## config.mk

```make
export PLATFORM = sky130hd
export DESIGN_NAME = pipe_hazard_ctrl
export DESIGN_NICKNAME = d
export VERILOG_FILES = /design/src/rtl/pipe_hazard_ctrl.sv
export SDC_FILE = /design/constraint.sdc
export NUM_CORES = 1
export LEC_CHECK = 0
export CORE_AREA = 10 10 160 162
export DETAILED_ROUTE_END_ITERATION = 12
export DIE_AREA = 0 0 170 172
export SETUP_SLACK_MARGIN = 0.4
export SYNTH_ARGS = -nofsm -noshare
export SYNTH_HDL_FRONTEND = slang
export SYNTH_SLANG_ARGS = --single-unit
export TNS_END_PERCENT = 10
```

## constraint.sdc

```tcl
create_clock -name clk_i -period 4.8 [get_ports clk_i]
set_input_delay 0.72 -clock clk_i [delete_from_list [all_inputs] [get_ports clk_i]]
set_output_delay 0.72 -clock clk_i [all_outputs]
set_load 0.1 [all_outputs]
```

## src/rtl/pipe_hazard_ctrl.sv

```systemverilog
// Stall/flush sequencer for the 5-stage pipeline: resolves load-use,
// redirect, fetch-wait, backend-wait and halt into per-stage controls,
// parks a redirect that lands during a fetch wait, and counts stall and
// redirect cycles with saturating counters.
module pipe_hazard_ctrl #(
    parameter int DATA_WIDTH = 64,
    parameter int REG_ADDR_W = 5,
    parameter int CNT_WIDTH  = 32
) (
    input  logic                  clk_i,
    input  logic                  rst_n_i,
    input  logic [REG_ADDR_W-1:0] id_rs1_i,
    input  logic [REG_ADDR_W-1:0] id_rs2_i,
    input  logic                  id_use_rs1_i,
    input  logic                  id_use_rs2_i,
    input  logic [REG_ADDR_W-1:0] ex_rd_i,
    input  logic                  ex_is_load_i,
    input  logic                  ex_redirect_i,
    input  logic [DATA_WIDTH-1:0] ex_target_i,
    input  logic                  imem_wait_i,
    input  logic                  dmem_wait_i,
    input  logic                  wb_halt_i,
    output logic                  pc_stall_o,
    output logic                  pc_redirect_o,
    output logic [DATA_WIDTH-1:0] pc_target_o,
    output logic                  ifid_stall_o,
    output logic                  ifid_flush_o,
    output logic                  idex_stall_o,
    output logic                  idex_flush_o,
    output logic                  exmem_stall_o,
    output logic                  halted_o,
    output logic [CNT_WIDTH-1:0]  stall_cnt_o,
    output logic [CNT_WIDTH-1:0]  redir_cnt_o
);

    typedef enum logic [1:0] {RUN, PEND, HALT} state_t;

    localparam logic [CNT_WIDTH-1:0] CNT_ONE = CNT_WIDTH'(1);

    state_t                state, state_nxt;
    logic                  pend_valid, pend_valid_nxt;
    logic [DATA_WIDTH-1:0] pend_pc, pend_pc_nxt;
    logic                  bs, lu, rd_new;

    // Backend wait freezes EX, so a redirect seen under it is not yet real.
    assign bs     = dmem_wait_i;
    assign lu     = ex_is_load_i && (ex_rd_i != '0) &&
                    ((id_use_rs1_i && (id_rs1_i == ex_rd_i)) ||
                     (id_use_rs2_i && (id_rs2_i == ex_rd_i)));
    assign rd_new = ex_redirect_i && !bs;

    // State, parked redirect target and its valid flag.
    always_ff @(posedge clk_i or negedge rst_n_i) begin
        if (!rst_n_i) begin
            state      <= RUN;
            pend_valid <= 1'b0;
            pend_pc    <= '0;
        end else begin
            state      <= state_nxt;
            pend_valid <= pend_valid_nxt;
            pend_pc    <= pend_pc_nxt;
        end
    end

    // Stage controls and next state; backend wait outranks redirect, which outranks load-use.
    always_comb begin
        pc_stall_o     = 1'b0;
        pc_redirect_o  = 1'b0;
        pc_target_o    = pend_valid ? pend_pc : ex_target_i;
        ifid_stall_o   = 1'b0;
        ifid_flush_o   = 1'b0;
        idex_stall_o   = 1'b0;
        idex_flush_o   = 1'b0;
        exmem_stall_o  = 1'b0;
        halted_o       = 1'b0;
        state_nxt      = state;
        pend_valid_nxt = pend_valid;
        pend_pc_nxt    = pend_pc;
        case (state)
            RUN: begin
                if (bs) begin
                    pc_stall_o    = 1'b1;
                    ifid_stall_o  = 1'b1;
                    idex_stall_o  = 1'b1;
                    exmem_stall_o = 1'b1;
                end else if (rd_new) begin
                    ifid_flush_o = 1'b1;
                    idex_flush_o = 1'b1;
                    if (imem_wait_i) begin
                        // Fetch is busy: park the target until it can be taken.
                        pc_stall_o     = 1'b1;
                        pend_pc_nxt    = ex_target_i;
                        pend_valid_nxt = 1'b1;
                        state_nxt      = PEND;
                    end else begin
                        pc_redirect_o = 1'b1;
                        pc_target_o   = ex_target_i;
                    end
                end else if (lu) begin
                    // Hold the consumer in ID and send a bubble into EX.
                    pc_stall_o   = 1'b1;
                    ifid_stall_o = 1'b1;
                    idex_flush_o = 1'b1;
                end else if (imem_wait_i) begin
                    pc_stall_o   = 1'b1;
                    ifid_flush_o = 1'b1;
                end
            end
            PEND: begin
                if (bs) begin
                    pc_stall_o    = 1'b1;
                    ifid_stall_o  = 1'b1;
                    idex_stall_o  = 1'b1;
                    exmem_stall_o = 1'b1;
                end else begin
                    ifid_flush_o = 1'b1;
                    idex_flush_o = rd_new;
                    if (!imem_wait_i) begin
                        // A same-cycle redirect is younger than the parked one.
                        pc_redirect_o  = 1'b1;
                        if (rd_new) pc_target_o = ex_target_i;
                        pend_valid_nxt = 1'b0;
                        state_nxt      = RUN;
                    end else begin
                        pc_stall_o = 1'b1;
                        if (rd_new) pend_pc_nxt = ex_target_i;
                    end
                end
            end
            HALT: begin
                halted_o      = 1'b1;
                pc_stall_o    = 1'b1;
                ifid_stall_o  = 1'b1;
                idex_stall_o  = 1'b1;
                exmem_stall_o = 1'b1;
            end
            default: state_nxt = RUN;
        endcase
        // Retiring ebreak wins from any state and drops a parked redirect.
        if (wb_halt_i && !bs) begin
            state_nxt      = HALT;
            pend_valid_nxt = 1'b0;
        end
    end

    // Saturating performance counters, frozen once halted.
    always_ff @(posedge clk_i or negedge rst_n_i) begin
        if (!rst_n_i) begin
            stall_cnt_o <= '0;
            redir_cnt_o <= '0;
        end else if (state != HALT) begin
            if (pc_stall_o && (stall_cnt_o != '1))    stall_cnt_o <= stall_cnt_o + CNT_ONE;
            if (pc_redirect_o && (redir_cnt_o != '1)) redir_cnt_o <= redir_cnt_o + CNT_ONE;
        end
    end

endmodule

```

Word-level counts from Yosys, hierarchy flattened
Cells that the tools add are included.
{ "word_totals": {"register_bits": 131, "latchBits": 0, "mem_bits_rw": 0, "rom_bits": 0, "inputBits": 88, "out_inout_bits": 136, "elab_cells": 102, "mem_count": 0} }
{ "op_classes": {"addsub": 2, "mul": 0, "div_mod_pow": 0, "order_cmp": 0, "eq_ne": 19, "n_shift": 0, "muxes": 56, "n_bitwise": 0, "n_reduce_logical": 20} }
{ "op_table": {"columns": ["cell", "n"], "rows": [
  ["64-bit 2-to-1 mux", 13],
  ["64-bit one-hot mux with 2 select lines", 2],
  ["32-bit by 1-bit adder with 32-bit output (second input constant)", 2],
  ["32-bit != test (second input constant)", 2],
  ["1-bit 2-to-1 mux", 27],
  ["2-bit != test (second input constant)", 8],
  ["3-bit != test (second input constant)", 5],
  ["2-bit 2-to-1 mux", 6],
  ["6-bit AND reduction", 2],
  ["5-bit == test", 2],
  ["1-bit one-hot mux with 2 select lines", 5],
  ["1-bit logical AND", 8],
  ["7-bit AND reduction", 1],
  ["1-bit one-hot mux with 3 select lines", 2],
  ["2-bit one-hot mux with 3 select lines", 1],
  ["5-bit nonzero test", 1],
  ["2-bit AND reduction", 2],
  ["3-bit nonzero test", 1],
  ["2-bit by 1-bit == test with 1-bit output (second input constant)", 1],
  ["2-bit == test (second input constant)", 1],
  ["2-bit zero test", 1],
  ["2-bit nonzero test", 1],
  ["2-bit OR reduction", 1],
  ["1-bit zero test", 1],
  ["1-bit logical OR", 1]
]} }

Depth between registers and ports, before layout
{ "logic_depth": {"word_depth": 10, "mapped_depth": 8, "mapped_depth_nobuf": 7} }

Worst setup path after synthesis
No wires, ideal clock.
{ "synth_path": {"path_kind": "input to output", "from": "input dmem_wait_i", "to": "output ifid_stall_o", "arrival_ns": 4.090, "required_time_ns": 4.080, "path_slack_ns": -0.010, "cell_stages": 4, "n_path_buf": 1, "cell_sequence": "buf_6 > inv_1 > o21ai_0 > o21bai_1"} }
{ "synth_via": {"elab_chain_len": 5, "word_cells_on_any_way": 6, "classes_between": "mux: 4; reduce/logical: 2"} }
{ "synth_lines": {"columns": ["item", "line_no", "source"], "rows": [
  ["start: declaration", "21", "input logic dmem_wait_i,"],
  ["1-bit zero test", "50", "assign rd_new = ex_redirect_i && !bs;"],
  ["1-bit logical AND", "50", null],
  ["1-bit 2-to-1 mux", "86", "end else if (rd_new) begin"],
  ["1-bit 2-to-1 mux", "81", "if (bs) begin"],
  ["1-bit one-hot mux with 3 select lines *", "79", "case (state)"],
  ["end: declaration", "26", "output logic ifid_stall_o,"]
]} }
Mark *: on every way between the ends. The rest lies on a longest branch, timed or not.

Final worst setup path
{ "layout_path": {"from": "input ex_rd_i[4]", "to": "output pc_stall_o"} }
{ "layout_via": {"elab_chain_len": 8, "word_cells_on_any_way": 12, "classes_between": "eq/ne: 2; mux: 4; reduce/logical: 6"} }
{ "layout_lines": {"columns": ["item", "line_no", "source"], "rows": [
  ["start: declaration", "16", "input logic [REG_ADDR_W-1:0] ex_rd_i,"],
  ["5-bit == test (on tied branches)", "48, 49", null],
  ["1-bit logical AND (on tied branches)", "48, 49", null],
  ["1-bit logical OR", "48", "((id_use_rs1_i && (id_rs1_i == ex_rd_i)) ||"],
  ["1-bit logical AND *", "47", "assign lu = ex_is_load_i && (ex_rd_i != '0) &&"],
  ["1-bit 2-to-1 mux *", "99", "end else if (lu) begin"],
  ["1-bit 2-to-1 mux *", "86", null],
  ["1-bit 2-to-1 mux *", "81", null],
  ["1-bit one-hot mux with 3 select lines *", "79", null],
  ["end: declaration", "23", "output logic pc_stall_o,"]
]} }
Marked as above.

==> qor.txt <==
Yosys warning total -> 0
Resize count post-CTS -> 0
DR iter-0 viols -> 190
Worst Path Class, Setup -> in -> out
Num rows -> 55
Seq/Total Area, Yosys -> 0.494
CTS tree -> yes
Worst R2R Setup Slack -> 2.42 ns
H-Tree Depth -> 4
Net Switching -> 0.00115 W
Die Wd -> 170 µm
Most common cell after layout, fill and taps aside -> clkdlybuf4s50_1
Tot Pwr -> 0.00353 W
Largest net degree at the start of global routing -> 97
Sink Count -> 131
Met3 GRT Util -> 0.0486
Pre-antenna DRT Iters -> 4
Cts bufs inserted -> 17
Worst Reg-to-Reg Cells -> 6
Root buf cell -> clkbuf_16
Core region area -> 0.0224 mm²
Multi-input combinational cell area -> 0.00322 mm²
Critical Path Sink Type -> primary output
Int Pwr -> 0.00238 W
Post-CTS setup buffer count -> 0
Area delta synth->final -> 44.4%
Critical Path Source Type -> primary input
Clock transition at path regs -> 0.06 ns
RR Endpoint -> stall_cnt_o[1]
Status -> complete, no violations
Via density -> 4.70
FF+latch area -> 0.00328 mm²
Post-synth top area cell -> dfrtp_1
HPWL Detailed -> 14000 µm
Antenna viol nets, final -> 0
Die height -> 172 µm
Syn nets -> 631
GRT overflow -> 0
Vias -> 5009
Total Routing Usage GR -> 0.130
Met2 usage -> 0.205
Asr flop ratio synth -> 1.00
CP Capture Point -> pc_stall_o
Fillers -> 2149
Class of the worst hold path -> in -> async
Total wire length -> 19200 µm
Max IR drop VDD -> 0.000272 V
Top FF cell, synth -> dfrtp_1
RR Startpoint -> stall_cnt_o[21]
#FFs+latches synth -> 131
Worst-path maximum fanout -> 8
Clock Latency Late Sink -> 0.43 ns
Fraction of layout cells with a size suffix above 1 -> 0.315
Number of flops mapped to enable cells by yosys -> 0
Max-Cap Viols -> 0
Power density cells -> 368 mW/mm²
Antenna violations before repair -> 1
Slew margin rel. -> 0.261
Clk pwr share -> 0.379
Met1 Use GR -> 0.160
Fmax -> 0.265 GHz
Final setup fails -> 0
Net Sw Frac -> 0.325
DRC -> 0
Most used routing layer -> met2
Post-Syn Area per Cell -> 12.3 µm²
Final TNS setup -> 0 ns
Worst Path Required -> 4.08 ns
RSZ-0062 raised after global routing -> no
Unique masters post-synth -> 46
Worst Tran Pin Value -> 1.11 ns
Minimum clock period -> 3.77 ns
Logic pwr share -> 0.235
Clk_skew -> 0.0233 ns
Die area -> 0.0292 mm²
Cts hold-fix bufs -> 0
Number of global-route vias before repair -> 5251
Top cell type's share of synthesized area -> 0.494
Setup crit start -> ex_rd_i[4]
Final hold violations -> 0
Clock buffer depth -> 2
Static leakage -> 4.11 nW
Syn Std Cell Area -> 0.00664 mm²
Crit share post-route -> 0.785
Part of the power in registers -> 0.386
IO Pins -> 224
First-pass GRT wire length -> 29700 µm
Ant. Diodes -> 0
Final Max Tran Viols -> 0
GPL Wtd Cong -> 0.797
Port Buffer Count -> 223
Commonest non-fill, non-tap cells in the layout -> 151 x clkdlybuf4s50_1, 131 x dfrtp_1, 126 x mux2_2, 74 x buf_4, 50 x xnor2_1
Cells after Synth -> 541
Number of nets in the layout -> 859
Top cells by area, synth -> dfrtp_1 49%, mux2_2 21%, xnor2_1 6.6%
Initial Util -> 0.297
Critical Path AT -> 3.05 ns
Wirelength per Cell -> 18.0 µm
power by group through the flow:
stage / sequential, W / combinational (W) / clock, W
2_1_floorplan: 0.00152 / 0.000419 / 0
3_3_place_gp: 0.00138 / 0.000827 / 0
3_5_place_dp: 0.00138 / 0.000835 / 0
4_1_cts: 0.00136 / 0.000838 / 0.00138
5_1_grt: 0.00139 / 0.000871 / 0.00143
6_report: 0.00136 / 0.000828 / 0.00134
area by class of cell:
| class | count | area share |
|---|---|---|
| clock buffers | 18 | 0.0458 |
| flip-flops and latches | 131 | 0.342 |
| clock inverters | 13 | 0.0167 |
| multi-input cells | 384 | 0.336 |
| inverters | 8 | 0.00326 |
| repair buffers | 227 | 0.219 |
| well taps | 285 | 0.0372 |
layer usage:
metal  share of wire  up-vias
li1                -     2388
met5         0.00068        -
met4           0.011        2
met1            0.45     2454
met3           0.077       16
met2            0.46      149
cell usage after synthesis (2+ instances only):
master and count:
mux2_1 6, nand4_1 20, or4_1 2, xor2_1 21, ha_1 2, o21bai_1 2, nor2_1 25, inv_1 7
mux2_2 126, nor3_2 2, buf_6 3, nor4_1 4, and2_1 5, o21ai_0 3, a21o_1 2, nand4b_1 2
and3_1 11, and4_1 8, nor3_1 10, o41ai_4 2, buf_2 13, nand3_1 25, or2_2 2, dfrtp_1 131
xnor2_1 50, nand2b_1 3, nand3b_1 2, nand2_1 34
registers in the layout, indices dropped and copies added, names as in the netlist:
register	cells
state	2
pend_valid	1
pend_pc	64
redir_cnt_o	32
stall_cnt_o	32
critical path, cell delays in order:
cell and delay [ns]:
clkdlybuf4s50_1 0.46, xor2_1 0.18, nor4_1 0.38, a32oi_2 0.17, o41ai_4 0.58, nand2b_1 0.23
buf_4 0.31
worst min path at each step:
stage                    start         endpoint  slack, ns  cells after the start
6_report               rst_n_i      pend_pc[32]       0.41                      1
5_1_grt                rst_n_i      pend_pc[32]       0.47                      1
4_1_cts                rst_n_i      pend_pc[32]       0.45                      1
3_5_place_dp   stall_cnt_o[24]  stall_cnt_o[24]       0.49                      1
3_3_place_gp   stall_cnt_o[24]  stall_cnt_o[24]       0.48                      1
2_1_floorplan          rst_n_i       pend_pc[0]       0.42                      0
logic make-up after synthesis:
logic type	share of synthesized area
simple gates	0.131
mux	0.224
flops	0.494
xor+xnor	0.0937
buf+inv	0.0213
compound gates	0.0322
fa+ha+maj	0.00377
through the flow:
stage,instances,cell area [µm²],hold slack (ns),worst slack (ns),utilization
3_5_place_dp,1035,8990,0.489,1.04,0.402
5_1_grt,1066,9590,0.475,0.895,0.429
2_1_floorplan,541,6640,0.424,0.180,-
6_report,1066,9590,0.408,1.03,0.429
4_1_cts,1066,9590,0.451,1.03,0.429
3_3_place_gp,1035,8990,0.480,1.07,0.402
(Power assumes the default switching activity.)
==> RTL change (same settings) <==
Change the parameter `CNT_WIDTH` from 32 to 64.
--- a/src/rtl/pipe_hazard_ctrl.sv
+++ b/src/rtl/pipe_hazard_ctrl.sv
@@ -7,3 +7,3 @@
     parameter int REG_ADDR_W = 5,
-    parameter int CNT_WIDTH  = 32
+    parameter int CNT_WIDTH  = 64
 ) (
Interface: changed (resized redir_cnt_o and stall_cnt_o); port bits go from 224 to 288. No check against the original RTL was run, so the function may have changed too.
==> RTL change against the original RTL <==
Total power is 35% higher; wire length is 55% higher; global-route usage is 7.1 points higher; final area is 42% higher; setup slack better by 0.090 ns; area after synthesis is 50% higher; largest cell class is now multi-input combinational cells; sequential cell count is 64 higher; cell count is 36% higher; via count is 57% higher; sequential share of layout area is 1.7 points higher; critical path depth stayed put.
==> RTL change: results (changes against the original RTL) <==
The tools report the maximum number of pins on one net before global-route repair as 93 (-4.1%). CTS clock-pin slew for the worst setup and hold paths: 0.08 ns (+0.02 ns). In the final layout, the registers with the most flip-flops are pend_pc x64, redir_cnt_o x64, stall_cnt_o x64. The run gives 3 (+2) as the number of antenna violations at the first check in global routing. For the sequential fraction of the synthesis area, the log shows 49.0% (-0.40 points). The fraction of final layout cells sized beyond drive strength 1 was 23.2% (-8.3 points); the synthesized area per cell was 11.3 µm² (-7.5%).

Counting instances in the post-synthesis netlist gives the leading cell types as 195 x sky130_fd_sc_hd__dfrtp_1, 128 x sky130_fd_sc_hd__mux2_2, 75 x sky130_fd_sc_hd__xor2_1. The slew at the pin closest to its max-slew limit was 1.09 ns (-0.0189 ns); the wire length of the first global-routing pass was 46400 µm (+56%). The multi-input gate area in the final layout came out at 4890 µm² (+52%).

By area the synthesized netlist is led by sky130_fd_sc_hd__dfrtp_1 49%, sky130_fd_sc_hd__mux2_2 14%, sky130_fd_sc_hd__xor2_1 6.6%. The leakage power figure came out at 5.79 nW (+41%). The clock skew after layout was 0.0164 ns (-0.00682 ns); the largest fanout on the critical path was 3 (-5).

The time the worst path needs with I/O delays and setup was 3.68 ns (-0.0900 ns); the layout net count was 1247 (+45%). The run gives 22000 µm (+57%) as the HPWL after detailed placement. Pre-CTS setup slack: 1.10 ns (+0.0663 ns). The proportion of cell area occupied by registers came out at 35.8% (+1.7 points). The tools report the arrival time of data at the critical path endpoint as 2.96 ns (-0.09 ns).

Count of buffers not belonging to the clock network in the layout: 297 (+31%). The number of distinct library cells after synthesis came out at 57 (+24%). The via density per instance was 5.41 (+15%). The count of buffers inserted at the top-level ports works out to 287 (+29%). Total global routing track utilization: 20.0% (+7.1 points). The fraction of cell area in non-clock buffers is 20.6% (-1.3 points). The flow ran to the end, and the final reports show no timing, DRC or antenna violations.
==> RTL change: final timing paths <==
kind,end,cells after the start,from
setup reg to reg,stall_cnt_o[1],7,stall_cnt_o[46]
setup / recovery,ifid_flush_o,7,ex_rd_i[2]
hold reg to reg,stall_cnt_o[44],1,stall_cnt_o[44]
min in group clk_i,stall_cnt_o[44],1,stall_cnt_o[44]
max in group asynchronous,redir_cnt_o[38],2,rst_n_i
hold / removal,redir_cnt_o[8],1,rst_n_i
==> RTL change: cells by family (layout without fill, tap and decap cells) <==
group / Yosys count / count (layout) / share of synthesized area, %
compound gates: 23 / 23 / 1.61
xor+xnor: 136 / 136 / 12.0
fa+ha+maj: 2 / 2 / 0.251
buf+inv: 51 / 340 / 2.30
flops: 195 / 195 / 49.0
mux: 129 / 129 / 14.6
other cells: 0 / 3 / 0
simple gates: 342 / 342 / 20.3
==> RTL change: layer usage <==
| layer | wire (µm) | vias to the layer above | track usage [%] |
|---|---|---|---|
| met1 | 12700 | 3893 | 25.6 |
| met5 | 8 | - | 0 |
| li1 | - | 3734 | - |
| met4 | 538 | 2 | 6.22 |
| met2 | 14200 | 214 | 31.7 |
| met3 | 2200 | 26 | 6.43 |
==> RTL change: critical path: stages <==
cell                              delay, ns
sky130_fd_sc_hd__clkdlybuf4s50_1       0.48
sky130_fd_sc_hd__or4_1                 0.61
sky130_fd_sc_hd__o21ai_0               0.30
sky130_fd_sc_hd__nand2b_1              0.21
sky130_fd_sc_hd__nand2_1               0.06
sky130_fd_sc_hd__a21boi_0              0.33
sky130_fd_sc_hd__buf_12                0.23
==> RTL change: where the power goes <==
part / total [mW] / internal [mW] / switching (mW)
Sequential: 1.98 / 1.83 / 0.149
Combinational: 1.23 / 0.367 / 0.865
Clock: 1.55 / 0.922 / 0.631
Total: 4.77 / 3.12 / 1.65
